`config.mk`:
```
export PLATFORM = sky130hd
export DESIGN_NAME = byte_serial_adder
export DESIGN_NICKNAME = d
export VERILOG_FILES = /design/src/rtl/alu_pkg.sv /design/src/rtl/RCA_8bit.sv /design/src/rtl/byte_serial_adder.sv
export SDC_FILE = /design/constraint.sdc
export NUM_CORES = 1
export LEC_CHECK = 0
export BUFFER_PORTS_ARGS = -buffer_cell sky130_fd_sc_hd__buf_2
export CAP_MARGIN = 10
export CORE_UTILIZATION = 58
export DETAILED_ROUTE_END_ITERATION = 16
export PLACE_DENSITY = 0.95
export SLEW_MARGIN = 10
export SYNTH_ARGS = -nofsm -noshare
export SYNTH_HDL_FRONTEND = slang
export SYNTH_SLANG_ARGS = --single-unit
```
`constraint.sdc`:
```
create_clock -name clk -period 11.25 [get_ports clk]
set_clock_uncertainty 0.2 [all_clocks]
set_input_delay 2.25 -clock clk [delete_from_list [all_inputs] [get_ports clk]]
set_output_delay 2.25 -clock clk [all_outputs]
set_load 0.03 [all_outputs]
```
`src/rtl/alu_pkg.sv`:
```
// alu_pkg: shared ALU constants, FSM state encodings and op codes
package alu_pkg;

    localparam int BYTE_W = 8;

    typedef enum logic [1:0] {
        IDLE = 2'd0,
        RUN  = 2'd1,
        DONE = 2'd2
    } state_t;

    typedef enum logic [2:0] {
        OP_ADD = 3'd0,
        OP_SUB = 3'd1,
        OP_AND = 3'd2,
        OP_OR  = 3'd3,
        OP_XOR = 3'd4
    } alu_op_t;

endpackage

```
`src/rtl/RCA_8bit.sv`:
```
// RCA_8bit: 8-bit ripple-carry adder with carry-out and signed overflow
module RCA_8bit (
    input  logic [7:0] a,
    input  logic [7:0] b,
    input  logic       cin,
    output logic [7:0] s,
    output logic       cout,
    output logic       overflow
);

    logic [8:0] c;

    assign c[0] = cin;

    for (genvar i = 0; i < 8; i++) begin : g_bit
        assign s[i]   = a[i] ^ b[i] ^ c[i];
        assign c[i+1] = (a[i] & b[i]) | (c[i] & (a[i] ^ b[i]));
    end

    assign cout     = c[8];
    assign overflow = c[8] ^ c[7];

endmodule

```
`src/rtl/byte_serial_adder.sv`:
```
// byte_serial_adder: WIDTH-bit add/subtract computed one byte per cycle through a single 8-bit adder
module byte_serial_adder
    import alu_pkg::*;
#(
    parameter int WIDTH = 32
) (
    input  logic             clk,
    input  logic             rst_n,
    input  logic             in_valid,
    output logic             in_ready,
    input  logic [WIDTH-1:0] in_a,
    input  logic [WIDTH-1:0] in_b,
    input  logic             in_sub,
    output logic             out_valid,
    input  logic             out_ready,
    output logic [WIDTH-1:0] out_sum,
    output logic             out_cout,
    output logic             out_overflow,
    output logic             busy
);

    localparam int NBYTES = WIDTH / BYTE_W;
    localparam int IDX_W  = NBYTES > 1 ? $clog2(NBYTES) : 1;

    state_t            state, state_next;
    logic [WIDTH-1:0]  a_reg, b_reg;
    logic [IDX_W-1:0]  idx;
    logic              carry;
    logic [BYTE_W-1:0] byte_a, byte_b, byte_s;
    logic              add_cout, add_ovf;
    logic              last;

    // B is stored pre-inverted for subtract, so the byte pass is always a plain add
    assign byte_a    = a_reg[idx*BYTE_W +: BYTE_W];
    assign byte_b    = b_reg[idx*BYTE_W +: BYTE_W];
    assign last      = idx == IDX_W'(NBYTES - 1);
    assign in_ready  = rst_n && state == IDLE;
    assign out_valid = state == DONE;
    assign busy      = state != IDLE;

    RCA_8bit u_rca (
        .a        (byte_a),
        .b        (byte_b),
        .cin      (carry),
        .s        (byte_s),
        .cout     (add_cout),
        .overflow (add_ovf)
    );

    // State register
    always_ff @(posedge clk) begin
        state <= !rst_n ? IDLE : state_next;
    end

    // Next-state: accept in IDLE, one pass per byte in RUN, hold in DONE until consumed
    always_comb begin
        state_next = state;
        case (state)
            IDLE:    state_next = in_valid ? RUN : IDLE;
            RUN:     state_next = last ? DONE : RUN;
            DONE:    state_next = out_ready ? IDLE : DONE;
            default: state_next = IDLE;
        endcase
    end

    // Operand capture, per-byte sum write-back and carry chaining
    always_ff @(posedge clk) begin
        if (!rst_n) begin
            a_reg        <= '0;
            b_reg        <= '0;
            idx          <= '0;
            carry        <= 1'b0;
            out_sum      <= '0;
            out_cout     <= 1'b0;
            out_overflow <= 1'b0;
        end else if (state == IDLE && in_valid) begin
            a_reg <= in_a;
            b_reg <= in_b ^ {WIDTH{in_sub}};
            carry <= in_sub;
            idx   <= '0;
        end else if (state == RUN) begin
            out_sum[idx*BYTE_W +: BYTE_W] <= byte_s;
            carry                         <= add_cout;
            idx                           <= last ? idx : idx + 1'b1;
            out_cout                      <= last ? add_cout : out_cout;
            out_overflow                  <= last ? add_ovf : out_overflow;
        end
    end

endmodule
```
==> results of run 1 <==
logic make-up after synthesis:
kind of cell | after synthesis
DFF | 103
adders and majority gates | 14
muxes | 20
and+or+nand+nor | 156
buffers and inverters | 58
AOI/OAI and AO/OA | 102
xor gates and xnor gates | 34
report_power, final:
group	switching [mW]	internal [mW]	leakage, nW
Combinational	0.0673	0.0509	1.15
Sequential	0.0128	0.384	0.843
Clock	0.118	0.120	0.106
cell type report:
cell class / count / share of cell area, %
multi-input cells: 326 / 43.21
flip-flops and latches: 103 / 38.68
repair buffers: 109 / 10.42
clock buffers: 13 / 3.168
well taps: 102 / 2.394
inverters: 20 / 1.408
clock inverters: 2 / 0.7275
cells in the mapped netlist, drive strengths merged:
cell	count	share of area, %
clkbuf	19	1.5
a32oi	2	0.38
or3	14	1.9
or3b	1	0.19
ha	6	1.6
a22o	4	0.76
buf	19	2.3
fa	8	3.5
and4bb	1	0.27
xnor2	34	6.5
a211oi	32	5.2
nand3b	3	0.49
dfxtp	103	45
mux4	16	7.8
nand2b	2	0.27
nor2	38	3.1
o2bb2ai	12	2.3
o21ai	1	0.11
nand4bb	2	0.49
or2	1	0.14
clkinv	1	0.081
nand4	2	0.27
nand2	83	6.8
inv	19	1.5
nor2b	3	0.41
nor3b	2	0.43
a21oi	51	5.7
nand3	1	0.11
mux2i	4	0.87
nor3	3	0.33
metal layers:
layer	track usage [%]	vias to the layer above	routed length, µm	share of wire, %
met4	10.45	0	274	2.7
met2	44.70	164	5087	50
met5	0	-	0	0
li1	-	1834	-	-
met3	6.114	26	691	6.8
met1	31.62	1741	4049	40
worst min path at each step:
stage	end	slack, ps
floorplan	a_reg[16]	230
global placement	out_sum[12]	240
detailed placement	out_sum[2]	240
CTS	out_sum[10]	260
global route	out_sum[26]	270
finish	out_sum[26]	250
worst max-delay path, cell delays in order:
cell and delay [ps]:
buf_2 130, inv_2 40, buf_4 650, nor2_1 110
buf_2 210
per-stage QoR:
step	hold WS, ps	util (%)
after floorplan	233.1	-
after global placement	238.7	66.31
after detailed placement	243.2	66.31
after CTS	256.5	68.99
after global routing	270.1	68.99
final	253.9	68.99
==> metrics.txt, run 1 <==
depth of the worst register-to-register path 15; Slew headroom about 40%; crit end category output port; Post-DRT Antenna Nets 0; Min-Delay Path Class reg2reg; vias 3765; register area between 2000 and 2500 µm²; CTS root buf clkbuf_8; first-pass GRT wire length 17.09 mm; Placer Congestion around 0.8; Setup TNS 0 ps; routed wire length 10.10 mm; multi-input logic area around 2300 µm²; Clk Latency, worst-skew pair about 370 ps; clock buffer count from CTS 9; port bufs about 110; final std cells w/o fill ~680; xor/xnor cell area share of the yosys netlist 6.457%; most frequent cells in the layout 105 x buf_2, 103 x dfxtp_1, 83 x nand2_1, 49 x a21oi_1, 38 x nor2_1; Max-cap violations 0; diode count 0; Die Ht 91.17 µm; final hold violations 0; Critical Path Source rst_n; Layout area overhead 15.60%; Tot GR Track Use a little over a quarter; Lkg Pwr 2.101 nW; DR DRC count 0; Die Area 8312 µm²; PwrDens 141.3 nW/µm²; count of final setup violators 0; adder-cell share of the synthesized area 5.100%; Synth Instances between 400 and 500; outcome completed; Fillers ~560; Synth Area in Compound Gates around 14%; #FFs+latches synth approximately 100; hold path depth 2; I/O pin total 106; Initial Util between 50% and 60%; R2R Setup Slk about 6300 ps; Required @ worst endpoint approximately 9000 ps; vias per inst about 5.6; Clock transition at path regs ~90 ps; TritonCTS clock tree done; die width 91.17 µm; vias in the first global route 3638; commonest non-fill, non-tap cell in the layout buf_2; total iterations of the first detailed-routing run 4; Least-Margin Pin Slew 886.1 ps; H-Tree Depth 3; Worst R2R End out_sum[31]; unrepaired setup endpoints after global routing false; Peak VDD IR between 80 and 90 µV; number of setup buffers added after CTS 0; worst setup margin 5407 ps; Simple-Gate Fraction of Synth Area 15.14%; clk sinks 103; Post-Syn Area per Cell ~9.5 µm²; clk buf depth 2; share of cells above drive strength 1 25.48%; total power approximately 750 µW; hold_buf cts 0; largest net degree at the start of global routing 97; mux contribution to synthesized area slightly below 9%; hpwl dp ~7.4 mm; origin of the critical flop-to-flop path idx[0]; WL per Instance 14.97 µm; post-CTS sizing 0; Final period util roughly half; net count after synthesis 570; CP max FO 87; grt total ovfl 0; max frequency approximately 0.17 GHz; Synth cell types 34; largest family of logic cells by synthesized area simple AND/OR/NAND/NOR gates; max-slew violations 0; Min Clock Period, post-route 5843 ps; crit start category primary input; post-synthesis sequential area ratio between 40% and 50%; antenna violations before repair 0; Post-DP Area 5124 µm²; Mapped Area roughly 4600 µm²; CP Class in2out; min-delay src out_sum[26]; CORE AREA between 7000 and 8000 µm²; placed insts 660; Syn. warnings 0; Worst Path Arrival roughly 3400 ps; 1st-iter DRT viols approximately 220; fin nets between 600 and 700; num rows 32; pre-CTS setup slack ~5400 ps; Critical Path End in_ready; fin area 5331 µm²
No activity file was read; power rests on OpenSTA's default activity.
==> inputs of run 2 (changes only) <==
--- a/config.mk
+++ b/config.mk
@@ -5,11 +5,12 @@
 export SDC_FILE = /design/constraint.sdc
 export NUM_CORES = 1
 export LEC_CHECK = 0
+export ABC_AREA = 1
 export BUFFER_PORTS_ARGS = -buffer_cell sky130_fd_sc_hd__buf_2
 export CAP_MARGIN = 10
-export CORE_UTILIZATION = 58
+export CORE_UTILIZATION = 55
 export DETAILED_ROUTE_END_ITERATION = 16
-export PLACE_DENSITY = 0.95
+export PLACE_DENSITY = 0.91
 export SLEW_MARGIN = 10
 export SYNTH_ARGS = -nofsm -noshare
 export SYNTH_HDL_FRONTEND = slang
==> constraint.sdc (replaced) <==
create_clock -name clk -period 5.4 [get_ports clk]
set_clock_uncertainty 0.2 [all_clocks]
set_input_delay 1.08 -clock clk [delete_from_list [all_inputs] [get_ports clk]]
set_output_delay 1.08 -clock clk [all_outputs]
set_load 0.03 [all_outputs]
==> run 2 against run 1 <==
Register-to-register slack worse by 5800 ps; total power up 110%; critical endpoint is now out_sum[15]; sequential cell count unchanged; cell area up 5.3%; wire length up 9.7%; sequential share of layout area down 1.9 points; highest routed layer unchanged.
==> metrics.txt, run 2 <==
outcome completed; Max-cap violations 0; Internal 1.119 mW; fraction of synthesis flops using an asynchronous set or reset pin 0%; CP Class reg2reg; H-Tree Depth 3; Post-DRT Antenna Nets 0; most frequent cell after synthesis nand2_1; vias in the first global route between 4000 and 5000; total iterations of the first detailed-routing run 5; WL per Instance ~13 µm; fin nets around 850; die width 96.58 µm; Clk pwr share a little under 30%; Simple-Gate Fraction of Synth Area between 20% and 30%; clk buf depth 2; Die Area 9327 µm²; most frequent cells in the layout 156 x nand2_1, 120 x nor2_1, 105 x buf_2, 103 x dfxtp_1, 87 x o21ai_0; net count after synthesis 769; max incr delay on CP 730 ps; Setup TNS 0 ps; worst setup margin ~490 ps; Lkg Pwr around 2.6 nW; commonest non-fill, non-tap cell in the layout nand2_1; largest net degree at the start of global routing 54; Initial Util a little under three fifths; xor/xnor cell area share of the yosys netlist between 5 and 6%; top cell family by delay on the critical path adder cells; Slew headroom 44.29%; Syn. warnings 0; Die Ht 96.58 µm; Synth Area in Compound Gates 14.80%; Clock transition at path regs ~90 ps; dominant synthesized flop cell dfxtp_1; DR DRC count 0; hold path depth 2; Buf/Inv on CP 3; vias per inst around 5; TritonCTS clock tree done; adder-cell share of the synthesized area under 10%; CP max FO 22; vias 4514; Final period util roughly nine tenths; worst-path cell chain o21ai_0 -> a21oi_1 -> a21oi_1 -> fa_1 -> fa_1 -> fa_1 -> fa_1 -> fa_1 -> inv_1 -> fa_1 -> inv_1 -> fa_1 -> inv_1 -> fa_1 -> nand2_1 -> nor2_1 -> nand2_1 -> a21oi_1; Min Clock Period, post-route 4911 ps; Placer Congestion between 0.9 and 1; Top cell by count, worst path fa_1; first-pass GRT wire length 18.06 mm; crit end category flop; CORE AREA slightly below 9000 µm²; Worst Path Arrival approximately 5000 ps; Seq pwr share between 50% and 60%; Sw Share 29.03%; Layout area overhead 14.11%; Peak VDD IR about 150 µV; Combinational Power Share ~17%; Mapped Area a little under 5000 µm²; top cells by count, synth 156 x nand2_1, 120 x nor2_1, 103 x dfxtp_1; Synth Instances about 700; Synth cell types 26; hold_buf cts 0; antenna violations before repair 0; max-slew violations 0; WP depth 18; pre-CTS setup slack between 500 and 600 ps; crit start category flop; Post-Syn Area per Cell about 7 µm²; post-synthesis sequential area ratio 41.91%; unrepaired setup endpoints after global routing false; max frequency 0.2036 GHz; Synth top area share a little over two fifths; Least-Margin Pin Slew roughly 840 ps; I/O pin total ~110; largest family of logic cells by synthesized area simple AND/OR/NAND/NOR gates; largest area contributor in the netlist dfxtp_1; Required @ worst endpoint roughly 5400 ps; #FFs+latches synth 103; num rows 34; PwrDens approximately 280 nW/µm²; Post-synth EDFFs 0; CTS root buf clkbuf_8; Clk Latency, worst-skew pair 370 ps; clock buffer count from CTS 9; share of cells above drive strength 1 18.56%; Tot GR Track Use 25.35%; mux contribution to synthesized area 0%; depth of the worst register-to-register path 18; routed wire length approximately 11 mm; Worst path slowest cell dfxtp_1; port bufs 105; switching power 457.6 µW; clk sinks 103; 1st-iter DRT viols approximately 330; post-CTS sizing 0; final hold violations 0; Min-Delay Path Class reg2reg; number of setup buffers added after CTS 0; diode count 0; Area contributors post-synth dfxtp_1 42%, nand2_1 12%, nor2_1 9.2%; count of final setup violators 0; grt total ovfl 0; hpwl dp 8.279 mm
==> run 2: cell types whose count changed after synthesis, sizes merged, moves of 12 or more <==
| cell | change |
|---|---|
| xnor2 | -25 |
| xor2 | +23 |
| a211oi | -32 |
| o2bb2ai | -12 |
| inv | +41 |
| o21ai | +90 |
| nor2 | +88 |
| or3 | -14 |
| nand2 | +76 |
| mux4 | -16 |
==> run 2: area by class of cell <==
cell class | instances | area [µm²]
timing repair buffer | 110 | 563.0
multi-input combinational | 487 | 2437
clock buffer | 10 | 127.6
tap | 108 | 135.1
sequential | 103 | 2062
fill | 802 | 3064
clock inverter | 6 | 61.31
inverter | 60 | 227.7
==> run 2: final timing paths <==
check | slack, ps | end | startpoint
worst min register to register | 260 | b_reg[5] | b_reg[5]
worst max register to register | 490 | out_sum[15] | idx[1]
worst min-delay path | 260 | b_reg[5] | b_reg[5]
worst max-delay path | 490 | out_sum[15] | idx[1]
==> run 2: cell families after synthesis <==
kind of cell | Yosys count
buf+inv | 96
xor+xnor | 32
compound gates | 145
flops | 103
fa+ha+maj | 14
simple gates | 296
==> run 2: worst reg2reg max path: stages, from the launching register on <==
cell     delay, ps
dfxtp_1        730
o21ai_0        180
a21oi_1        170
a21oi_1         80
fa_1           400
fa_1           390
fa_1           390
fa_1           390
fa_1           360
inv_1           70
fa_1           160
inv_1           50
fa_1           360
inv_1          120
fa_1           440
nand2_1        100
nor2_1          60
nand2_1         80
a21oi_1         60
==> run 2: through the flow <==
stage / utilization (%) / std cells / instance area, µm² / total power [mW] / hold WS, ps
2_1_floorplan: - / 686 / 4920 / 1.046 / 213.5
4_1_cts: 64.69 / 884 / 5614 / 1.582 / 266.0
6_report: 64.69 / 884 / 5614 / 1.577 / 264.8
3_3_place_gp: 62.51 / 868 / 5425 / 1.116 / 241.9
5_1_grt: 64.69 / 884 / 5614 / 1.658 / 283.5
3_5_place_dp: 62.51 / 868 / 5425 / 1.123 / 247.2
==> run 2: routing by layer <==
layer | track usage (%) | share of wire (%) | vias to the layer above
met3 | 5.321 | 7.0 | 33
met1 | 31.23 | 43 | 1983
met2 | 43.43 | 47 | 190
li1 | - | - | 2308
met4 | 9.559 | 2.8 | 0
met5 | 0 | 0 | -
==> run 2: power groups by stage <==
stage                     clock network (mW)  logic [mW]  registers, mW
after floorplan                            0       0.192          0.854
after global placement                     0       0.265          0.850
after detailed placement                   0       0.272          0.852
after CTS                              0.475       0.273          0.834
after global routing                   0.504       0.313          0.841
final                                  0.468       0.273          0.835
